<file path="config.mk">
export PLATFORM = sky130hd
export DESIGN_NAME = fft_pipe_ctrl
export DESIGN_NICKNAME = d
export VERILOG_FILES = /design/src/rtl/fft_pipe_ctrl.sv
export SDC_FILE = /design/constraint.sdc
export NUM_CORES = 1
export LEC_CHECK = 0
export CAP_MARGIN = 20
export CORE_MARGIN = 2
export CORE_UTILIZATION = 50
export CTS_CLUSTER_DIAMETER = 200
export DETAILED_ROUTE_END_ITERATION = 16
export HOLD_SLACK_MARGIN = 0.05
export PLACE_DENSITY_LB_ADDON = 0.12
export SLEW_MARGIN = 40
export SYNTH_ARGS = -nofsm -noshare
export SYNTH_HDL_FRONTEND = slang
export SYNTH_SLANG_ARGS = --single-unit
export TNS_END_PERCENT = 20
</file>
<file path="constraint.sdc">
create_clock -name clock -period 13.8 [get_ports clock]
set_clock_uncertainty 0.15 [all_clocks]
set_input_delay 4.14 -clock clock [delete_from_list [all_inputs] [get_ports clock]]
set_output_delay 4.14 -clock clock [all_outputs]
set_load 0.05 [all_outputs]
</file>
<file path="src/rtl/fft_pipe_ctrl.sv">
// fft_pipe_ctrl
// Sequencer for a radix-2^2 single-path delay-feedback FFT pipeline built from
// BF2I / BF2II stages. It counts samples within a frame, drives the butterfly
// select bits (s_ctrl), the twiddle ROM address and the single shift-register
// enable shared by every stage. It also tracks samples in flight so that the
// output flags line up with the last stage's registered output. Incomplete
// frames are zero-padded, and the pipeline is drained when input stops.
//
// Ports:
//   clock         rising-edge clock
//   reset         synchronous, active-high reset
//   in_valid      upstream presents a sample this cycle
//   in_ready      controller accepts the sample (accept = in_valid & in_ready)
//   zero_in       input mux selects zero instead of upstream data
//   enable        global enable to every stage shift register
//   s_ctrl        sample index within the current input frame
//   twiddle_addr  s_ctrl delayed through the multiplier-stage depth
//   out_valid     last-stage output carries a real or padded frame sample
//   out_first     out_valid and the output is bin 0
//   out_last      out_valid and the output is bin N-1
//   busy          controller is not idle
//   frame_err     sticky flag, set when a frame was zero-padded
module fft_pipe_ctrl #(
  parameter int log2_n       = 6,
  parameter int pipe_latency = 69
) (
  input  logic              clock,
  input  logic              reset,
  input  logic              in_valid,
  output logic              in_ready,
  output logic              zero_in,
  output logic              enable,
  output logic [log2_n-1:0] s_ctrl,
  output logic [log2_n-1:0] twiddle_addr,
  output logic              out_valid,
  output logic              out_first,
  output logic              out_last,
  output logic              busy,
  output logic              frame_err
);

  localparam int n_pts    = 1 << log2_n;
  localparam int tw_depth = n_pts / 4 + 1;
  localparam int flight_w = $clog2(pipe_latency + 1);

  localparam logic [1:0] IDLE  = 2'd0;
  localparam logic [1:0] RUN   = 2'd1;
  localparam logic [1:0] PAD   = 2'd2;
  localparam logic [1:0] DRAIN = 2'd3;

  localparam logic [log2_n-1:0]   idx_first   = '0;
  localparam logic [log2_n-1:0]   idx_last    = '1;
  localparam logic [log2_n-1:0]   idx_one     = {{(log2_n-1){1'b0}}, 1'b1};
  localparam logic [flight_w-1:0] flight_zero = '0;
  localparam logic [flight_w-1:0] flight_one  = {{(flight_w-1){1'b0}}, 1'b1};

  logic [1:0]          state;
  logic [1:0]          state_next;
  logic [flight_w-1:0] flight;
  logic                accept;
  logic                pad;
  logic                insert;
  logic                set_err;
  logic                drain_done;

  // Each entry is {valid, first, last}; the tail lines up with the last stage.
  logic [2:0]          vline   [pipe_latency];
  logic [2:0]          tail;
  logic [log2_n-1:0]   tw_line [tw_depth];

  assign tail         = vline[pipe_latency-1];
  assign insert       = accept | pad;
  assign out_valid    = enable & tail[2];
  assign out_first    = enable & tail[1];
  assign out_last     = enable & tail[0];
  assign busy         = (state != IDLE);
  assign twiddle_addr = tw_line[tw_depth-1];

  // In DRAIN nothing is inserted, so the pipe is empty after this edge when
  // the only sample left (if any) is leaving right now.
  assign drain_done = (flight == flight_zero) || ((flight == flight_one) && tail[2]);

  // Next-state and handshake decode. Everything is forced low while reset is
  // held so no stage moves and no sample is accepted during reset.
  always_comb begin
    state_next = state;
    in_ready   = 1'b0;
    zero_in    = 1'b0;
    enable     = 1'b0;
    accept     = 1'b0;
    pad        = 1'b0;
    set_err    = 1'b0;
    if (!reset) begin
      case (state)
        IDLE: begin
          in_ready = 1'b1;
          enable   = in_valid;
          accept   = in_valid;
          if (in_valid) state_next = RUN;
        end
        RUN: begin
          in_ready = 1'b1;
          enable   = 1'b1;
          zero_in  = !in_valid;
          if (in_valid) begin
            accept = 1'b1;
          end else if (s_ctrl != idx_first) begin
            // The first pad sample goes in this same cycle; if it already
            // completes the frame there is nothing left to pad.
            pad        = 1'b1;
            set_err    = 1'b1;
            state_next = (s_ctrl == idx_last) ? DRAIN : PAD;
          end else begin
            state_next = DRAIN;
          end
        end
        PAD: begin
          enable  = 1'b1;
          zero_in = 1'b1;
          pad     = 1'b1;
          if (s_ctrl == idx_last) state_next = DRAIN;
        end
        default: begin
          // DRAIN: pipeline keeps running on zeros; a new sample restarts a
          // frame (s_ctrl is 0 here) and wins over going idle.
          in_ready = 1'b1;
          enable   = 1'b1;
          zero_in  = !in_valid;
          if (in_valid) begin
            accept     = 1'b1;
            state_next = RUN;
          end else if (drain_done) begin
            state_next = IDLE;
          end
        end
      endcase
    end
  end

  // State, frame counter, sticky error and in-flight bookkeeping.
  always_ff @(posedge clock) begin
    if (reset) begin
      state     <= IDLE;
      s_ctrl    <= '0;
      frame_err <= 1'b0;
      flight    <= '0;
    end else begin
      state <= state_next;
      if (insert) s_ctrl <= s_ctrl + idx_one;
      if (set_err) frame_err <= 1'b1;
      case ({insert, out_valid})
        2'b10:   flight <= flight + flight_one;
        2'b01:   flight <= flight - flight_one;
        default: flight <= flight;
      endcase
    end
  end

  // Flag delay line tracking the data path; drain zeros enter as invalid.
  always_ff @(posedge clock) begin
    if (reset) begin
      for (int i = 0; i < pipe_latency; i++) vline[i] <= '0;
    end else if (enable) begin
      vline[0] <= {insert,
                   insert && (s_ctrl == idx_first),
                   insert && (s_ctrl == idx_last)};
      for (int i = 1; i < pipe_latency; i++) vline[i] <= vline[i-1];
    end
  end

  // Twiddle address follows s_ctrl through the multiplier-stage depth.
  always_ff @(posedge clock) begin
    if (reset) begin
      for (int i = 0; i < tw_depth; i++) tw_line[i] <= '0;
    end else if (enable) begin
      tw_line[0] <= s_ctrl;
      for (int i = 1; i < tw_depth; i++) tw_line[i] <= tw_line[i-1];
    end
  end

endmodule
</file>
Yosys cells after proc, flatten, opt, wreduce, memory -nomap -nowiden --
Memories as Yosys holds them, arrays and structs flattened. Cells that the tools add are included.
Operators by class: eq/ne operators 9, reductions and logical operators 13, $add $sub $neg 3, muxes and demuxes 115, bitwise operators 90
Operators by type and width (number):
- 3-bit 2-to-1 mux | 69
- 6-bit 2-to-1 mux | 17
- 1-bit OR | 87
- 1-bit 2-to-1 mux | 19
- 7-bit case mux with 2 select lines | 1
- 2-bit 2-to-1 mux | 5
- 7-bit by 1-bit adder with 7-bit output, second input constant | 1
- 7-bit by 1-bit == test with 1-bit output, second input constant | 1
- 7-bit zero test | 1
- 7-bit by 1-bit subtractor with 7-bit output, second input constant | 1
- 6-bit by 1-bit adder with 6-bit output, second input constant | 1
- 6-bit == test, second input constant | 1
- 6-bit zero test | 1
- 2-bit inequality test, second input constant | 3
- 1-bit case mux with 2 select lines | 3
- 2-bit case mux with 3 select lines | 1
- 6-bit nonzero test | 1
- 2-bit by 1-bit == test with 1-bit output, second input constant | 2
- 2-bit == test, second input constant | 2
- 4-bit AND reduction | 1
- 2-bit nonzero test | 2
- 4-bit nonzero test | 1
- 1-bit bitwise AND | 3
- 1-bit logical AND | 3
- other kinds (3) | 3
Word-level totals: word-level logic and storage cells 236, bits in writable memories 309, output and inout port bits 20, bits of input ports 3, register bits 16, memories kept 2
Memories:
- vline | words 69, bits a word 3, rd ports 69, clocked after memory_dff 0, write ports 69, line 67 | logic [2:0] vline [pipe_latency];
- tw_line | words 17, bits a word 6, rd ports 17, clocked after memory_dff 0, write ports 17, line 69 | logic [log2_n-1:0] tw_line [tw_depth];

Longest topological paths before layout --
Gate-level depths: netlist of the first run.
word-level depth 8, mapped depth 13

Worst setup path before layout of the first run --
No wires, ideal clock.
kind input -> register, start in reset, end mem tw_line[0][0] (enable), buffers on the path 2, setup slack 0.869 ns, data arrival time 12.054 ns, stages 3, data required time 12.923 ns, cell sequence clkbuf_1 clkbuf_1 nand2b_1
RTL lines:
- from (decl) | line 28 | input logic reset,
- to (decl) | line 69

Worst setup path after layout of the first run --
start in in_valid, end out out_valid
Between the ends: word-level cells in the longest chain between the ends 3
Ends and longest elaborated chain:
- from (decl) | line 29 | input logic in_valid,
- 1-bit 2-to-1 mux | line 94 | case (state)
- 1-bit 2-to-1 mux | line 93 | if (!reset) begin
- 1-bit bitwise AND | line 73 | assign out_valid = enable & tail[2];
- to (decl) | line 35 | output logic out_valid,
Every way passes these cells.

==> flow_summary.toml, run 1 <==
[run_status]
status = "finished, final reports clean"

[power]
power.internal_mw = 2.069
irDropWorstVdd_uv = 138.8
switchingPower_uw = 680.8
combPwrFrac_pct = 14.1
switching_share_pct = 24.76
clkPwrFrac_pct = 31.5
p_leak_nw = 5.510
power_density_nw_per_um2 = 195.2
pwr-share-seq_pct = 54.5

[global_route]
overflow = 0
grt_usage_pct = 13.09
grt_pass1_wl_um = 28140
antenna_found_initial = 0
grt_pass1_vias = 5661
grt_max_degree = 162

[drt]
drt_iter0_drc = 486
drt_pass1_iterations = 4
antenna_left = 0
vias_per_cell = 4.929
drc = 0
route.vias.total = 5708
wirelength_um = 16530
wire_per_inst_um = 14.27

[synth]
yosys_warnings = 0
async_reset_ff_share_pct = 0
synth_top_cell_by_area = "edfxtp_1"
ys_seq_elements = 325
syn_avg_cell_area_um2 = 15.80
synth_top_area_share_pct = 74.42
syn-num-nets = 803
synth_edf_count = 309
ys_types = 39
synthTopCellsByArea = "edfxtp_1, and2_1, dfxtp_1, ha_1, clkbuf_1"
ys.flop_type = "edfxtp_1"
seq_area_frac_synth_pct = 76.99
syn_inst = 789
syn_area_um2 = 12470

[critical_path]
crit_path_start_kind = "input pin"
endpoint_kind = "output pin"
critical_path.max_fanout = 17
cp.required_ns = 9.51
arrival_ns = 6.24
critPathKind = "input pin to output pin"

[placed_design]
post_dp_cell_area_um2 = 13020
io_buffers = 22
place_inst = 1097
place.gp.congestion = 0.7878
place_hpwl_um = 8048

[cells_and_area]
insertedDiodeCount = 0
postLayoutCellArea_um2 = 14090
instances_no_fill = 1158
fin_nets = 823
layout_commonest_cell = "edfxtp_1"
areaGrowthSynthToFinish_pct = 13.01
layout_common_cells = "edfxtp_1, and2_1, clkbuf_16"
drive_gt1_share_pct = 6.954

[die]
die_area_um2 = 26210
die_h_um = 161.9
rows = 57
coreArea_um2 = 24390
start_util_pct = 51.12
ios = 23
die_w_um = 161.9

[timing]
fin_setup_tns_ns = 0
min_period_over_period_pct = 76.27
layout_min_cycle_time_ns = 10.53
max_freq_mhz = 95.01
tightestPinTransition_ns = 0.8019
finalHoldViolCount = 0
max_slew_margin_pct = 46.54
setup_viol = 0
drv_slew = 0
rsz0062_at_grt = "false"

[cts]
cts_tree = "built"
cts_resized = 0
cts-hold-fix-buffers = 0
clock_latency_ns = 0.50
clock_tree.root_cell = "clkbuf_16"
post_cts_buffers = 0
numCtsBuffers = 34
cts_sinks = 325
clk_pin_slew_ns = 0.06
clockBufferDepth = 3
h-tree-depth = 2

[worst_hold_path]
min_path_type = "flop to flop"

[run]
cap_violations = 0
cells by family after synthesis:
group	count (synthesis)	share of synthesized area [%]
DFF	325	76.99
muxes	6	0.5018
and+or+nand+nor	356	17.58
buffers and inverters	56	1.927
xor gates and xnor gates	5	0.3513
adders and majority gates	11	1.104
AOI/OAI and AO/OA	30	1.545
flip-flops by register name, indices dropped and copies added (netlist names):
| name | count |
|---|---|
| flight | 7 |
| frame_err | 1 |
| s_ctrl | 6 |
| state | 2 |
| tw_line | 102 |
| vline | 207 |
cell usage after synthesis (all sizes together), types with 2 or more instances:
master,count
a31oi,2
a22oi,2
or3,6
a211oi,3
ha,11
edfxtp,309
nor2b,13
nand3,2
nor3,5
o21ai,7
dfxtp,16
xor2,3
and2,299
xnor2,2
and4b,2
inv,11
clkbuf,35
nor2,15
nand2b,3
buf,10
nand2,4
nor4b,2
mux2,2
mux2i,4
a21oi,8
routing by layer:
metal	share of wire [%]	track usage [%]	wire (um)	vias up
met5	0	0	0	-
met4	2.8	4.988	457	0
met3	3.6	2.962	588	41
met2	42	18.63	6990	75
met1	51	19.80	8493	2799
li1	-	-	-	2793
layout make-up:
type / instances / area (um2)
Clock buffer: 40 / 904.6
Clock inverter: 21 / 156.4
Fill cell: 1916 / 10300
Inverter: 11 / 41.29
Multi-Input combinational cell: 408 / 2644
Sequential cell: 325 / 9599
Tap cell: 324 / 405.4
Timing Repair Buffer: 29 / 339.1
per-stage QoR:
| step | hold WS, ns | setup slack [ns] | util (%) | total power, mW |
|---|---|---|---|---|
| after floorplan | 0.3082 | 0.8690 | - | 1.846 |
| after global placement | 0.3174 | 3.297 | 53.13 | 1.880 |
| after detailed placement | 0.3155 | 3.266 | 53.39 | 1.907 |
| after CTS | 0.3389 | 3.251 | 57.74 | 2.785 |
| after global routing | 0.3787 | 3.095 | 57.77 | 2.896 |
| final | 0.3425 | 3.275 | 57.77 | 2.750 |
critical path, cell delays in order:
cell and delay (ns):
clkdlybuf4s50_1 0.57, nor2b_1 0.17, nor2_4 0.32, and2_1 0.22
clkdlybuf4s50_1 0.81
power groups by stage:
stage	registers [mW]	logic, mW	clock network, mW
CTS	1.50	0.395	0.888
global placement	1.51	0.367	0
floorplan	1.56	0.288	0
detailed placement	1.51	0.392	0
global route	1.53	0.433	0.934
finish	1.50	0.387	0.865
final timing paths:
path | slack [ns] | to | depth (start not counted) | start
worst max-delay path | 3.27 | out_valid | 5 | in_valid
worst min-delay path | 0.34 | frame_err | 2 | frame_err
worst max register to register | 10.77 | flight[5] | 10 | state[0]
worst min register to register | 0.34 | frame_err | 2 | frame_err
Note: power is estimated with default switching activity, not from simulation.
==> run 2: changes to the inputs <==
==> constraint.sdc (replaced) <==
create_clock -name clock -period 9.6 [get_ports clock]
set_clock_uncertainty 0.15 [all_clocks]
set_input_delay 2.88 -clock clock [delete_from_list [all_inputs] [get_ports clock]]
set_output_delay 2.88 -clock clock [all_outputs]
set_load 0.05 [all_outputs]
==> run 2 against run 1 <==
- setup slack worse by 1.7 ns
- combinational power is 45% higher
- clock power rose by 47%
- sequential share of layout area barely moved
- final cell count barely moved
- core utilization hardly changed
- flip-flop and latch count stayed put
- register-to-register slack worse by 4.3 ns
- final area barely moved
- die area unchanged
- critical path type unchanged
- critical endpoint unchanged
- largest power group unchanged
==> flow_summary.toml, run 2 (synthesized netlist as in run 1, its figures left out) <==
[cells_and_area]
reg_top3 = "vline: 207 flops, tw_line: 102 flops, flight: 7 flops"
instances_no_fill = 1157
insertedDiodeCount = 0
layout_common_cells = "edfxtp_1, and2_1, clkbuf_16"
fin_nets = 824
largest_register = "vline"
layout_commonest_cell = "edfxtp_1"
drive_gt1_share_pct = 6.843
areaGrowthSynthToFinish_pct = 13.03
largest_register_ffs = 207
utilization_pct = 57.78

[placed_design]
place_hpwl_um = 8045
place.gp.congestion = 0.8245
pre_cts_ws_ns = 1.634
io_buffers = 22
place_inst = 1097

[timing]
max_slew_margin_pct = 46.14
rsz0062_at_grt = "false"
layout_min_cycle_time_ns = 8.011
drv_slew = 0
setup_viol = 0
setup_ws_ns = 1.589
max_freq_mhz = 124.8
tightestPinTransition_ns = 0.8080
finalHoldViolCount = 0
fin_setup_tns_ns = 0
min_period_over_period_pct = 83.45

[global_route]
grt_usage_pct = 13.30
grt_pass1_wl_um = 28550
grt_pass1_vias = 5553
use_met1_pct = 20.23
use_met2_pct = 18.70
grt_max_degree = 114
grtUsageMet3_pct = 3.192
top_usage_layer = "met1"
antenna_found_initial = 0
overflow = 0

[cts]
cts_resized = 0
cts_tree = "built"
clk_pin_slew_ns = 0.05
clock_latency_ns = 0.50
post_cts_buffers = 0
h-tree-depth = 2
numCtsBuffers = 35
cts_sinks = 325
clock_tree.root_cell = "clkbuf_16"
cts-hold-fix-buffers = 0
clockBufferDepth = 3

[drt]
route.vias.total = 5796
antenna_left = 0
wire_per_inst_um = 14.66
vias_per_cell = 5.010
drc = 0
wirelength_um = 16970
drt_pass1_iterations = 4
drt_iter0_drc = 486

[die]
coreArea_um2 = 24390
rows = 57
start_util_pct = 51.12
die_h_um = 161.9
die_area_um2 = 26210
die_w_um = 161.9
ios = 23

[critical_path]
r2r_setup_slack_ns = 6.43
crit_slowest_cell = "clkdlybuf4s50_1"
critPathKind = "input pin to output pin"
endpoint_kind = "output pin"
crit_path_start_kind = "input pin"
path_cells = "clkdlybuf4s50_1 -> nor2b_1 -> nor2_4 -> and2_1 -> clkdlybuf4s50_1"
critical_path.max_fanout = 11
arrival_ns = 4.98
cp_common_cell = "clkdlybuf4s50_1"
slowest_delay_ns = 0.71
rr_endpoint = "flight[5]"
r2r_start = "state[0]"
cp.required_ns = 6.57
ff2ff_path_depth = 10

[power]
power_density_nw_per_um2 = 282.9
irDropWorstVdd_uv = 173.1
p_leak_nw = 5.512
total_power_mw = 3.987

[worst_hold_path]
min_path_type = "flop to flop"
holdPathStages = 2
min_from = "frame_err"
hold_path_end = "frame_err"

[run]
cap_violations = 0

[run_status]
status = "finished, final reports clean"
run 2: how the worst max path moves through the flow:
stage | startpoint | endpoint | slack [ns] | cells past startpoint
after floorplan | reset | tw_line[0][0] | 1.57 | 3
after global placement | in_valid | out_valid | 1.66 | 5
after detailed placement | in_valid | out_valid | 1.63 | 5
after CTS | in_valid | out_valid | 1.60 | 5
after global routing | in_valid | out_valid | 1.54 | 5
final | in_valid | out_valid | 1.59 | 5
run 2: stage by stage:
step	hold slack, ns	instance area, um2
detailed placement	0.3132	13000
global route	0.3616	14090
global placement	0.3184	12970
CTS	0.3337	14090
floorplan	0.3082	12470
finish	0.3304	14090
run 2: layout make-up:
| class | count | area (um2) |
|---|---|---|
| multi-input combinational | 408 | 2644 |
| fill | 1862 | 10300 |
| inverter | 11 | 41.29 |
| clock buffer | 48 | 987.2 |
| timing repair buffer | 29 | 312.8 |
| clock inverter | 12 | 102.6 |
| sequential | 325 | 9599 |
| tap | 324 | 405.4 |
run 2: critical path, delay by kind of cell:
family                 cells  cell delay, ns
and+or+nand+nor            3            0.86
buffers and inverters      2            1.23
run 2: routing by layer:
layer | share of wire (%) | up-vias
met2 | 44 | 117
met4 | 2.3 | 0
met1 | 50 | 2854
met3 | 4.1 | 34
met5 | 0 | -
li1 | - | 2791
run 2: power by group:
group	internal [mW]	total [mW]	leakage (nW)	switching (mW)
Combinational	0.191	0.560	1.33	0.369
Clock	0.769	1.27	0.534	0.503
Sequential	2.05	2.15	3.65	0.103
==> run 3: changes to the inputs <==
==> constraint.sdc (replaced) <==
create_clock -name clock -period 8.25 [get_ports clock]
set_clock_uncertainty 0.15 [all_clocks]
set_input_delay 2.475 -clock clock [delete_from_list [all_inputs] [get_ports clock]]
set_output_delay 2.475 -clock clock [all_outputs]
set_load 0.05 [all_outputs]
==> run 3 against run 2 <==
- via count is 0.43% lower
- count of clock-buffer cells in the layout is the same
- core utilization increased by 0.30 points
- non-clock buffer count unchanged
- final cell count increased by 0.17%
- worst hold slack better by 0.017 ns
- setup slack worse by 0.52 ns
- wire length shrank 3.0%
- combinational power rose by 16%
- critical endpoint unchanged
- largest cell class unchanged
- highest routed layer unchanged
==> flow_summary.toml, run 3 (synthesized netlist as in run 1, its figures left out) <==
[drt]
wire_per_inst_um = 14.21
drc = 0
drt_iter0_drc = 524
wirelength_um = 16470
antenna_left = 0
route.vias.total = 5771
vias_per_cell = 4.979
drt_pass1_iterations = 5

[cells_and_area]
reg_top3 = "vline: 207 flops, tw_line: 102 flops, flight: 7 flops"
areaGrowthSynthToFinish_pct = 13.61
insertedDiodeCount = 0
instances_no_fill = 1159
largest_register_ffs = 207
fin_nets = 824
fillers = 1874
layout_commonest_cell = "edfxtp_1"
drive_gt1_share_pct = 7.066
largest_register = "vline"
layout_common_cells = "edfxtp_1, and2_1, clkbuf_16"

[worst_hold_path]
min_path_type = "flop to flop"

[power]
p_leak_nw = 5.545
pwr-share-seq_pct = 53.3
power_density_nw_per_um2 = 331.7
switchingPower_mw = 1.128
power.internal_mw = 3.571
switching_share_pct = 24.00
clkPwrFrac_pct = 32.9
irDropWorstVdd_uv = 206.8
combPwrFrac_pct = 13.8

[cts]
numCtsBuffers = 35
clock_tree.root_cell = "clkbuf_16"
cts_sinks = 325
cts_tree = "built"
clockBufferDepth = 3
clock_latency_ns = 0.49
clk_pin_slew_ns = 0.06
post_cts_buffers = 0
cts-hold-fix-buffers = 0
h-tree-depth = 2
cts_resized = 0

[timing]
drv_slew = 0
fin_setup_tns_ns = 0
finalHoldViolCount = 0
tightestPinTransition_ns = 0.7606
max_freq_mhz = 139.3
rsz0062_at_grt = "false"
setup_viol = 0
max_slew_margin_pct = 49.29
min_period_over_period_pct = 87.04
layout_min_cycle_time_ns = 7.181

[placed_design]
place.gp.congestion = 0.8731
io_buffers = 22
place_hpwl_um = 7602
place_inst = 1096

[critical_path]
endpoint_kind = "output pin"
crit_path_start_kind = "input pin"
critPathKind = "input pin to output pin"
cp.required_ns = 5.62
critical_path.max_fanout = 6
arrival_ns = 4.56

[global_route]
grt_pass1_wl_um = 27560
grt_usage_pct = 12.71
grt_pass1_vias = 5501
antenna_found_initial = 0
grt_max_degree = 171
overflow = 0

[die]
rows = 57
start_util_pct = 51.12
die_h_um = 161.9
ios = 23
coreArea_um2 = 24390
die_w_um = 161.9
die_area_um2 = 26210

[run_status]
status = "finished, final reports clean"

[run]
cap_violations = 0
[run 3: cell types whose count changed in the layout (fill, tap and decap cells not counted), sizes merged]
cell	before	now
bufinv	2	4
[run 3: area by class of cell]
type | count | area [um2] | share of cell area (%)
clock inverter | 14 | 162.7 | 1.148
clock buffer | 48 | 987.2 | 6.969
timing repair buffer | 29 | 325.3 | 2.297
multi-input combinational | 408 | 2644 | 18.66
inverter | 11 | 41.29 | 0.2915
tap | 324 | 405.4 | 2.862
sequential | 325 | 9599 | 67.77
[run 3: critical path, cell delays in order]
cell and delay, ns:
clkdlybuf4s50_1 0.50, nor2b_1 0.51, nor2_4 0.14, and2_1 0.23, clkdlybuf4s50_1 0.71
[run 3: routing by layer]
metal | GRT usage, % | vias up | part of all wire [%]
met1 | 19.66 | 2859 | 51
met2 | 17.95 | 100 | 43
met3 | 2.886 | 26 | 3.9
li1 | - | 2786 | -
met4 | 4.103 | 0 | 1.8
met5 | 0 | - | 0
[run 3: through the flow]
step	total power, mW	util (%)	area (um2)	setup slack (ns)	hold WS [ns]
floorplan	3.036	-	12470	0.6230	0.3082
global placement	3.148	53.22	12980	1.130	0.3193
detailed placement	3.177	53.23	12980	1.095	0.3346
CTS	4.761	57.95	14130	1.080	0.3427
global route	4.929	58.07	14160	0.9899	0.3745
finish	4.699	58.07	14160	1.069	0.3471
[run 3: final timing paths]
kind | end | slack (ns) | startpoint | depth (start not counted)
worst min register to register | flight[6] | 0.35 | flight[6] | 2
worst max register to register | flight[5] | 5.04 | state[0] | 10
worst max-delay path | out_valid | 1.07 | in_valid | 5
worst min-delay path | flight[6] | 0.35 | flight[6] | 2
[run 3: power by group through the flow]
stage | Clock, mW | Sequential [mW] | Combinational, mW
4_1_cts | 1.60 | 2.51 | 0.654
3_5_place_dp | 0 | 2.53 | 0.647
3_3_place_gp | 0 | 2.53 | 0.622
2_1_floorplan | 0 | 2.55 | 0.482
6_report | 1.54 | 2.50 | 0.650
5_1_grt | 1.65 | 2.55 | 0.724
